$ cat config.mk
export PLATFORM = sky130hd
export DESIGN_NAME = obj_pattern_shifter_flat
export DESIGN_NICKNAME = d
export VERILOG_FILES = /design/src/rtl/obj_pkg.sv /design/src/rtl/obj_pattern_shifter_if.sv /design/src/rtl/obj_plane_shift.sv /design/src/rtl/obj_pattern_shifter.sv /design/src/flat_wrapper.sv
export SDC_FILE = /design/constraint.sdc
export NUM_CORES = 1
export LEC_CHECK = 0
export BUFFER_PORTS_ARGS = -buffer_cell sky130_fd_sc_hd__clkbuf_2
export CORE_MARGIN = 2
export CORE_UTILIZATION = 55
export CTS_CLUSTER_DIAMETER = 80
export CTS_CLUSTER_SIZE = 10
export DETAILED_ROUTE_END_ITERATION = 6
export HOLD_SLACK_MARGIN = 0.15
export PLACE_DENSITY = 0.89
export REMOVE_ABC_BUFFERS = 1
export SLEW_MARGIN = 10
export SYNTH_ARGS = -nofsm -noshare
export SYNTH_HDL_FRONTEND = slang
export SYNTH_SLANG_ARGS = --single-unit
$ cat constraint.sdc
create_clock -name clkm_48MHZ -period 1.65 [get_ports clkm_48MHZ]
set_input_delay 0.33 -clock clkm_48MHZ [delete_from_list [all_inputs] [get_ports clkm_48MHZ]]
set_output_delay 0.33 -clock clkm_48MHZ [all_outputs]
set_load 0.03 [all_outputs]
$ cat src/rtl/obj_pkg.sv
// Shared constants, FSM state type and plane-data layout for the object pattern
// fetch-and-shift stage.
package obj_pkg;

    localparam int         GFX_AW      = 12;
    localparam int         PLANES      = 3;
    localparam logic [2:0] FETCH_PHASE = 3'd3;
    localparam logic [2:0] LOAD_PHASE  = 3'd7;

    typedef enum logic [1:0] {
        IDLE,
        REQ,
        HELD
    } obj_state_e;

    // plane[2] occupies the top byte, so the word reads {p2,p1,p0}
    typedef struct packed {
        logic [PLANES-1:0][7:0] plane;
    } gfx_word_t;

    function automatic logic [7:0] bit_rev8(input logic [7:0] d);
        logic [7:0] r;
        for (int i = 0; i < 8; i++) r[i] = d[7-i];
        return r;
    endfunction

endpackage

$ cat src/rtl/obj_pattern_shifter_if.sv
// Graphics memory fetch bus between the pattern shifter (master) and the
// object graphics memory (slave).
interface obj_pattern_shifter_if;
    import obj_pkg::*;

    logic [GFX_AW-1:0] gfx_addr;
    logic              gfx_rd;
    gfx_word_t         gfx_data;
    logic              gfx_valid;

    modport master (output gfx_addr, output gfx_rd, input gfx_data, input gfx_valid);
    modport slave  (input gfx_addr, input gfx_rd, output gfx_data, output gfx_valid);

endinterface

$ cat src/rtl/obj_plane_shift.sv
// One bitplane: 8-bit parallel-load shift register, optionally mirrored on load,
// shifting left with zero fill; the MSB is the current pixel bit.
module obj_plane_shift import obj_pkg::*; (
    input  logic       clkm_48MHZ,
    input  logic       reset,
    input  logic       load,
    input  logic       shift,
    input  logic       flip,
    input  logic [7:0] din,
    output logic       dout
);

    logic [7:0] sr;

    // NOTE: sequential state uses <= so every register samples pre-edge values.
    always_ff @(posedge clkm_48MHZ) begin
        if (reset)      sr <= '0;
        else if (load)  sr <= flip ? bit_rev8(din) : din;
        else if (shift) sr <= {sr[6:0], 1'b0};
    end

    assign dout = sr[7];

endmodule

$ cat src/rtl/obj_pattern_shifter.sv
// Object pattern fetch-and-shift stage feeding QBUS of obj_bus.
// Optional build macro OBJ_LATE_CNT_EN adds the saturating late_cnt output.
module obj_pattern_shifter import obj_pkg::*; (
    input  logic                  clkm_48MHZ,
    input  logic                  reset,
    input  logic                  pix_ce,
    input  logic [2:0]            hn,
    input  logic [GFX_AW-1:0]     obj_cha,
    input  logic                  obj_cinv,
    input  logic                  inrang,
    obj_pattern_shifter_if.master gfx,
    output logic [PLANES-1:0]     qbus,
    output logic                  late_err
`ifdef OBJ_LATE_CNT_EN
    ,
    output logic [7:0]            late_cnt
`endif
);

    obj_state_e        state_q, state_d;
    logic [GFX_AW-1:0] addr_q;
    logic              cinv_q, rang_q;
    gfx_word_t         hold_q;
    logic              fetch_ev, load_ev;
    logic              capture, take, late_set;

    assign fetch_ev = pix_ce && (hn == FETCH_PHASE);
    assign load_ev  = pix_ce && (hn == LOAD_PHASE);

    // A load reaching REQ wins over a same-cycle gfx_valid: the data is too late.
    // NOTE: every always_comb output gets a default first so no latch is inferred.
    always_comb begin
        state_d  = state_q;
        capture  = 1'b0;
        take     = 1'b0;
        late_set = 1'b0;
        case (state_q)
            IDLE: if (fetch_ev) begin
                state_d = REQ;
                capture = 1'b1;
            end
            REQ: if (load_ev) begin
                state_d  = IDLE;
                late_set = 1'b1;
            end else if (gfx.gfx_valid) begin
                state_d = HELD;
                take    = 1'b1;
            end
            HELD: if (load_ev) begin
                state_d = IDLE;
            end else if (fetch_ev) begin
                state_d  = REQ;
                capture  = 1'b1;
                late_set = 1'b1;
            end
            default: state_d = IDLE;
        endcase
    end

    always_ff @(posedge clkm_48MHZ) begin
        if (reset) state_q <= IDLE;
        else       state_q <= state_d;
    end

    // NOTE: the holding register is cleared on reset so a stale pattern can never reach QBUS.
    always_ff @(posedge clkm_48MHZ) begin
        if (reset) begin
            addr_q   <= '0;
            cinv_q   <= 1'b0;
            rang_q   <= 1'b0;
            hold_q   <= '0;
            late_err <= 1'b0;
        end else begin
            if (capture) begin
                addr_q <= obj_cha;
                cinv_q <= obj_cinv;
                rang_q <= inrang;
            end
            if (take)     hold_q   <= gfx.gfx_data;
            if (late_set) late_err <= 1'b1;
        end
    end

    assign gfx.gfx_addr = addr_q;
    assign gfx.gfx_rd   = (state_q == REQ);

    for (genvar gi = 0; gi < PLANES; gi++) begin : g_plane
        logic [7:0] load_data;
        assign load_data = (state_q == HELD && rang_q) ? hold_q.plane[gi] : 8'h00;

        obj_plane_shift u_shift (
            .clkm_48MHZ (clkm_48MHZ),
            .reset      (reset),
            .load       (load_ev),
            .shift      (pix_ce && !load_ev),
            .flip       (cinv_q),
            .din        (load_data),
            .dout       (qbus[gi])
        );
    end

`ifdef OBJ_LATE_CNT_EN
    always_ff @(posedge clkm_48MHZ) begin
        if (reset)                            late_cnt <= '0;
        else if (late_set && late_cnt != '1)  late_cnt <= late_cnt + 8'd1;
    end
`endif

endmodule

$ cat src/flat_wrapper.sv
// flat-port wrapper written by rule: the top's interface ports become plain ports
module obj_pattern_shifter_flat import obj_pkg::*;
  (clkm_48MHZ, reset, pix_ce, hn, obj_cha, obj_cinv, inrang, qbus, late_err, gfx_gfx_addr, gfx_gfx_rd, gfx_gfx_data, gfx_gfx_valid);
  obj_pattern_shifter_if gfx_i ();
  input  logic clkm_48MHZ;
  input  logic reset;
  input  logic pix_ce;
  input  logic [2:0] hn;
  input  logic [GFX_AW-1:0] obj_cha;
  input  logic obj_cinv;
  input  logic inrang;
  output logic [PLANES-1:0] qbus;
  output logic late_err;
  output wire logic [$bits(gfx_i.gfx_addr)-1:0] gfx_gfx_addr;
  output wire logic [$bits(gfx_i.gfx_rd)-1:0] gfx_gfx_rd;
  input wire logic [$bits(gfx_i.gfx_data)-1:0] gfx_gfx_data;
  input wire logic [$bits(gfx_i.gfx_valid)-1:0] gfx_gfx_valid;
  assign gfx_gfx_addr = gfx_i.gfx_addr;
  assign gfx_gfx_rd = gfx_i.gfx_rd;
  assign gfx_i.gfx_data = gfx_gfx_data;
  assign gfx_i.gfx_valid = gfx_gfx_valid;
  obj_pattern_shifter u_core (.clkm_48MHZ(clkm_48MHZ), .reset(reset), .pix_ce(pix_ce), .hn(hn), .obj_cha(obj_cha), .obj_cinv(obj_cinv), .inrang(inrang), .gfx(gfx_i), .qbus(qbus), .late_err(late_err));
endmodule
==> impl_summary.txt <==
----------------------------------------------------
[Setup path]
  Highest net fanout along the worst path ... 6
  Cells traversed along the worst timing path ... ha_1 > clkbuf_2
  Crit-path slowest cell ... sky130_fd_sc_hd__dfxtp_1
  Type of element launching the critical path ... flop
  Crit-path max cell delay ... roughly 0.39 ns
  Classification of the worst setup path ... flop to output pin
  Category of the worst setup path capture point ... output pin
  Slack of the worst reg-to-reg path ... between 0.1 and 0.15 ns
  End of the worst register-to-register path ... u_core.gfx.gfx_addr[6]$_SDFFE_PP0P_
  Beginning of the worst register-to-register path ... u_core.state_q[0]$_SDFFE_PP0P_
  Worst endpoint data arrival time ... approximately 1.2 ns
  Worst R2R Path Depth ... 6
  Required time of the critical path ... between 1 and 1.5 ns

[Final layout]
  Most common cell after layout, fill and taps aside ... sky130_fd_sc_hd__dfxtp_1
  Net count reported at finish ... 465
  # fillers ... 460
  Count of placed standard cells in the final layout, fillers left out ... 491
  Multi-input gate area in the final layout ... 1670 um^2
  Layout cells sized above 1 ... 22.7%
  Util after Layout ... 66.7%
  Post-synthesis to final-layout area growth ... 17.1%
  Most frequent cells in the layout ... 65 x sky130_fd_sc_hd__dfxtp_1, 61 x sky130_fd_sc_hd__clkbuf_2, 46 x sky130_fd_sc_hd__o21ai_1
  Area used by sequential logic in the layout ... 1300 um^2
  Antenna diode count ... 0

[Synth]
  Count of different cell masters after synthesis ... 31
  Yosys reg bits ... 65
  Sequential share of the synthesized area ... roughly two fifths
  Cell type with the highest aggregate area in the netlist ... sky130_fd_sc_hd__dfxtp_1
  Share of synthesized cell area in full adder, half adder and majority cells ... 1.59%
  Post-synth top area share ... 41.2%
  Synthesized-area fraction occupied by ao, oa, aoi and oai cells ... 19.6%
  Basic-gate share of the synthesized area counting and, or, nand and nor cells ... 19.2%
  Cell types with the largest area share after synthesis ... sky130_fd_sc_hd__dfxtp_1 41%, sky130_fd_sc_hd__mux2i_1 12%, sky130_fd_sc_hd__o21ai_1 7.3%, sky130_fd_sc_hd__o211a_1 6.7%, sky130_fd_sc_hd__nand2b_1 6.3%
  Multiplexer area fraction after synthesis ... between 10% and 20%
  Yosys warnings ... 0
  Parity-gate share of the synthesized area counting xor and xnor cells ... 0%
  Synthesized instance count ... 363
  Netlist area before placement ... 3160 um^2
  Post-synthesis average cell area ... 8.70 um^2
  Largest family of logic cells by synthesized area ... compound AO/OA/AOI/OAI gates

[Timing]
  Worst setup slack after layout ... 0.0803 ns
  Sum Neg Setup Slack ... 0 ns
  Largest clock skew in the final design ... 0.00205 ns
  Tmin final ... between 1.5 and 2 ns
  Final setup vio count ... 0
  Count of final hold-check violations ... 0
  Upper clock frequency limit ... 637 MHz
  Relative max-transition margin ... about three quarters
  Actual slew at the worst max-slew pin ... between 0.4 and 0.5 ns
  Setup repair after global routing missed its margin ... false
  Final Max Tran Viols ... 0
  Fraction of the cycle the final worst path needs ... 95.1%

[Pwr]
  Max VDD drop ... 0.469 mV
  Standby leakage power ... 1.52 nW
  Overall power of the completed layout ... around 3.1 mW
  Sw Ratio ... between 20% and 30%
  Net switching power of the design ... 0.755 mW
  Share of power burned in registers ... 52.6%
  Internal power component ... 2.39 mW
  Power per Cell Area ... ~850 nW/um^2
  Combinational Power Share ... between 10% and 20%
  Clock share of power ... 36.7%

[Route]
  Vias per cell ... ~5.6
  Routed len/inst ... 14.3 um
  Overall routed net length ... 7020 um
  DRC violations left ... 0
  Via count ... 2732
  Antenna Nets Post-Route ... 0
  Iteration count of the initial detailed-routing pass ... 4
  Starting DRT DRC Count ... roughly 230

[Floorplan]
  I/O pin count ... 62
  Total number of placement rows ... 27
  Die ar. ... 6360 um^2
  Area of the placeable core ... about 5500 um^2
  Effective utilization at floorplan ... 57.0%
  Horizontal die dimension ... between 70 and 80 um
  Die Y ... 79.8 um

[GRT]
  Total grt overflow ... 0
  Initial antenna violation count ... 0
  Number of global-route vias before repair ... 2674
  Wire length of the first global-routing pass ... 12000 um
  Largest net degree at the start of global routing ... 41
  Total routing resource utilization after global routing ... 24.0%

[Worst hold path]
  Number of cells traversed by the worst hold path ... 3
  Launch point of the worst hold path ... gfx_gfx_data[22]
  Path category of the worst min-delay check ... input pin to flop
  Hold Path End ... u_core.hold_q[22]$_SDFFE_PP0P_

[Placed design]
  Number of port buffers ... 61
  HPWL after detailed placement ... 4910 um
  Worst Setup Slack post-DPL ... 0.211 ns
  Final weighted congestion in routability-driven placement ... 0.809
  Placed Instances ... 477

[Clock network]
  Worst-Skew Late Latency ... 0.33 ns
  TritonCTS sink count ... 65
  Number of buffers between clock root and the deepest sink ... 2
  # H-tree levels ... 3
  Root buffer cell ... sky130_fd_sc_hd__clkbuf_8
  Clock slew at reported path FFs ... approximately 0.060 ns
  Number of clock buffers inserted by TritonCTS ... 9
  Post-cts resize count ... 0
  Post-CTS Hold Buffers ... 0
  Post-CTS setup buffers ... 0
  TritonCTS clock tree ... done

[Job]
  Number of max-capacitance violations reported ... 0

[Outcome]
  Run status ... finished clean

----------------------------------------------------
-- flip-flops by register name (all words and copies together), names as in the netlist --
register / cells
u_core.g_plane.u_shift.sr: 24
u_core.hold_q: 24
u_core.gfx.gfx_addr: 12
u_core.state_q: 2
u_core.cinv_q: 1
u_core.late_err: 1
u_core.rang_q: 1
-- metrics by stage --
stage / instance area, um^2 / hold WS (ns)
global placement: 3530 / 0.457
finish: 3700 / 0.226
floorplan: 2970 / 0.399
global route: 3700 / 0.233
detailed placement: 3530 / 0.467
CTS: 3700 / 0.218
-- synthesized netlist by cell type, drive strengths merged --
cell    instances
o21ai          47
inv             2
nand2b         32
nor2b           2
clkbuf         20
mux2i          38
nor2           44
or4             1
nand3          25
a211oi          1
dfxtp          65
nand4           1
nor3            1
and4            1
buf            16
o21ba           1
nand2           4
mux2            1
ha              4
and2            1
or3             4
o211a          21
o32ai           1
a21oi          28
a31oi           1
and3            1
-- power by group through the flow --
stage          Sequential (mW)  Clock (mW)  Combinational, mW
6_report                  1.65        1.15              0.337
5_1_grt                   1.66        1.24              0.374
4_1_cts                   1.65        1.17              0.338
3_5_place_dp              1.69           0              0.336
3_3_place_gp              1.68           0              0.324
2_1_floorplan             1.70           0              0.154
-- critical path: cells and delay by family (launching register included) --
kind / cells / cell delay [ns]
buffers and inverters: 1 / 0.24
adders and majority gates: 1 / 0.27
DFF: 1 / 0.39
-- cell type report --
class / instances / share of cell area, %
Multi-Input combinational cell: 260 / 45.0
Sequential cell: 65 / 35.2
Timing Repair Buffer: 78 / 12.7
Clock buffer: 14 / 4.40
Tap cell: 72 / 2.44
Inverter: 2 / 0.203
-- kinds of logic (layout without fill, tap and decap cells) --
family / Yosys count / after routing
simple gates: 117 / 117
fa+ha+maj: 4 / 4
flops: 65 / 65
mux: 39 / 39
buf+inv: 38 / 94
compound gates: 100 / 100
-- metal layers --
metal	part of all wire (%)	GRT usage, %
met5	0	0
met4	2.0	10.0
met3	7.0	6.33
met2	48	39.6
met1	43	29.8
-- how the worst max path moves through the flow --
stage	slack [ns]	startpoint	end	cells past startpoint
2_1_floorplan	-0.04	u_core.cinv_q$_SDFFE_PP0P_	u_core.g_plane[0].u_shift.sr[0]$_SDFFE_PP0P_	3
3_3_place_gp	0.26	u_core.state_q[0]$_SDFFE_PP0P_	u_core.gfx.gfx_addr[11]$_SDFFE_PP0P_	6
3_5_place_dp	0.21	u_core.state_q[1]$_SDFFE_PP0P_	u_core.state_q[0]$_SDFFE_PP0P_	5
4_1_cts	0.08	u_core.state_q[0]$_SDFFE_PP0P_	gfx_gfx_rd	2
5_1_grt	0.02	u_core.state_q[0]$_SDFFE_PP0P_	u_core.gfx.gfx_addr[6]$_SDFFE_PP0P_	6
6_report	0.08	u_core.state_q[0]$_SDFFE_PP0P_	gfx_gfx_rd	2
Power figures use the tool's default switching activity.
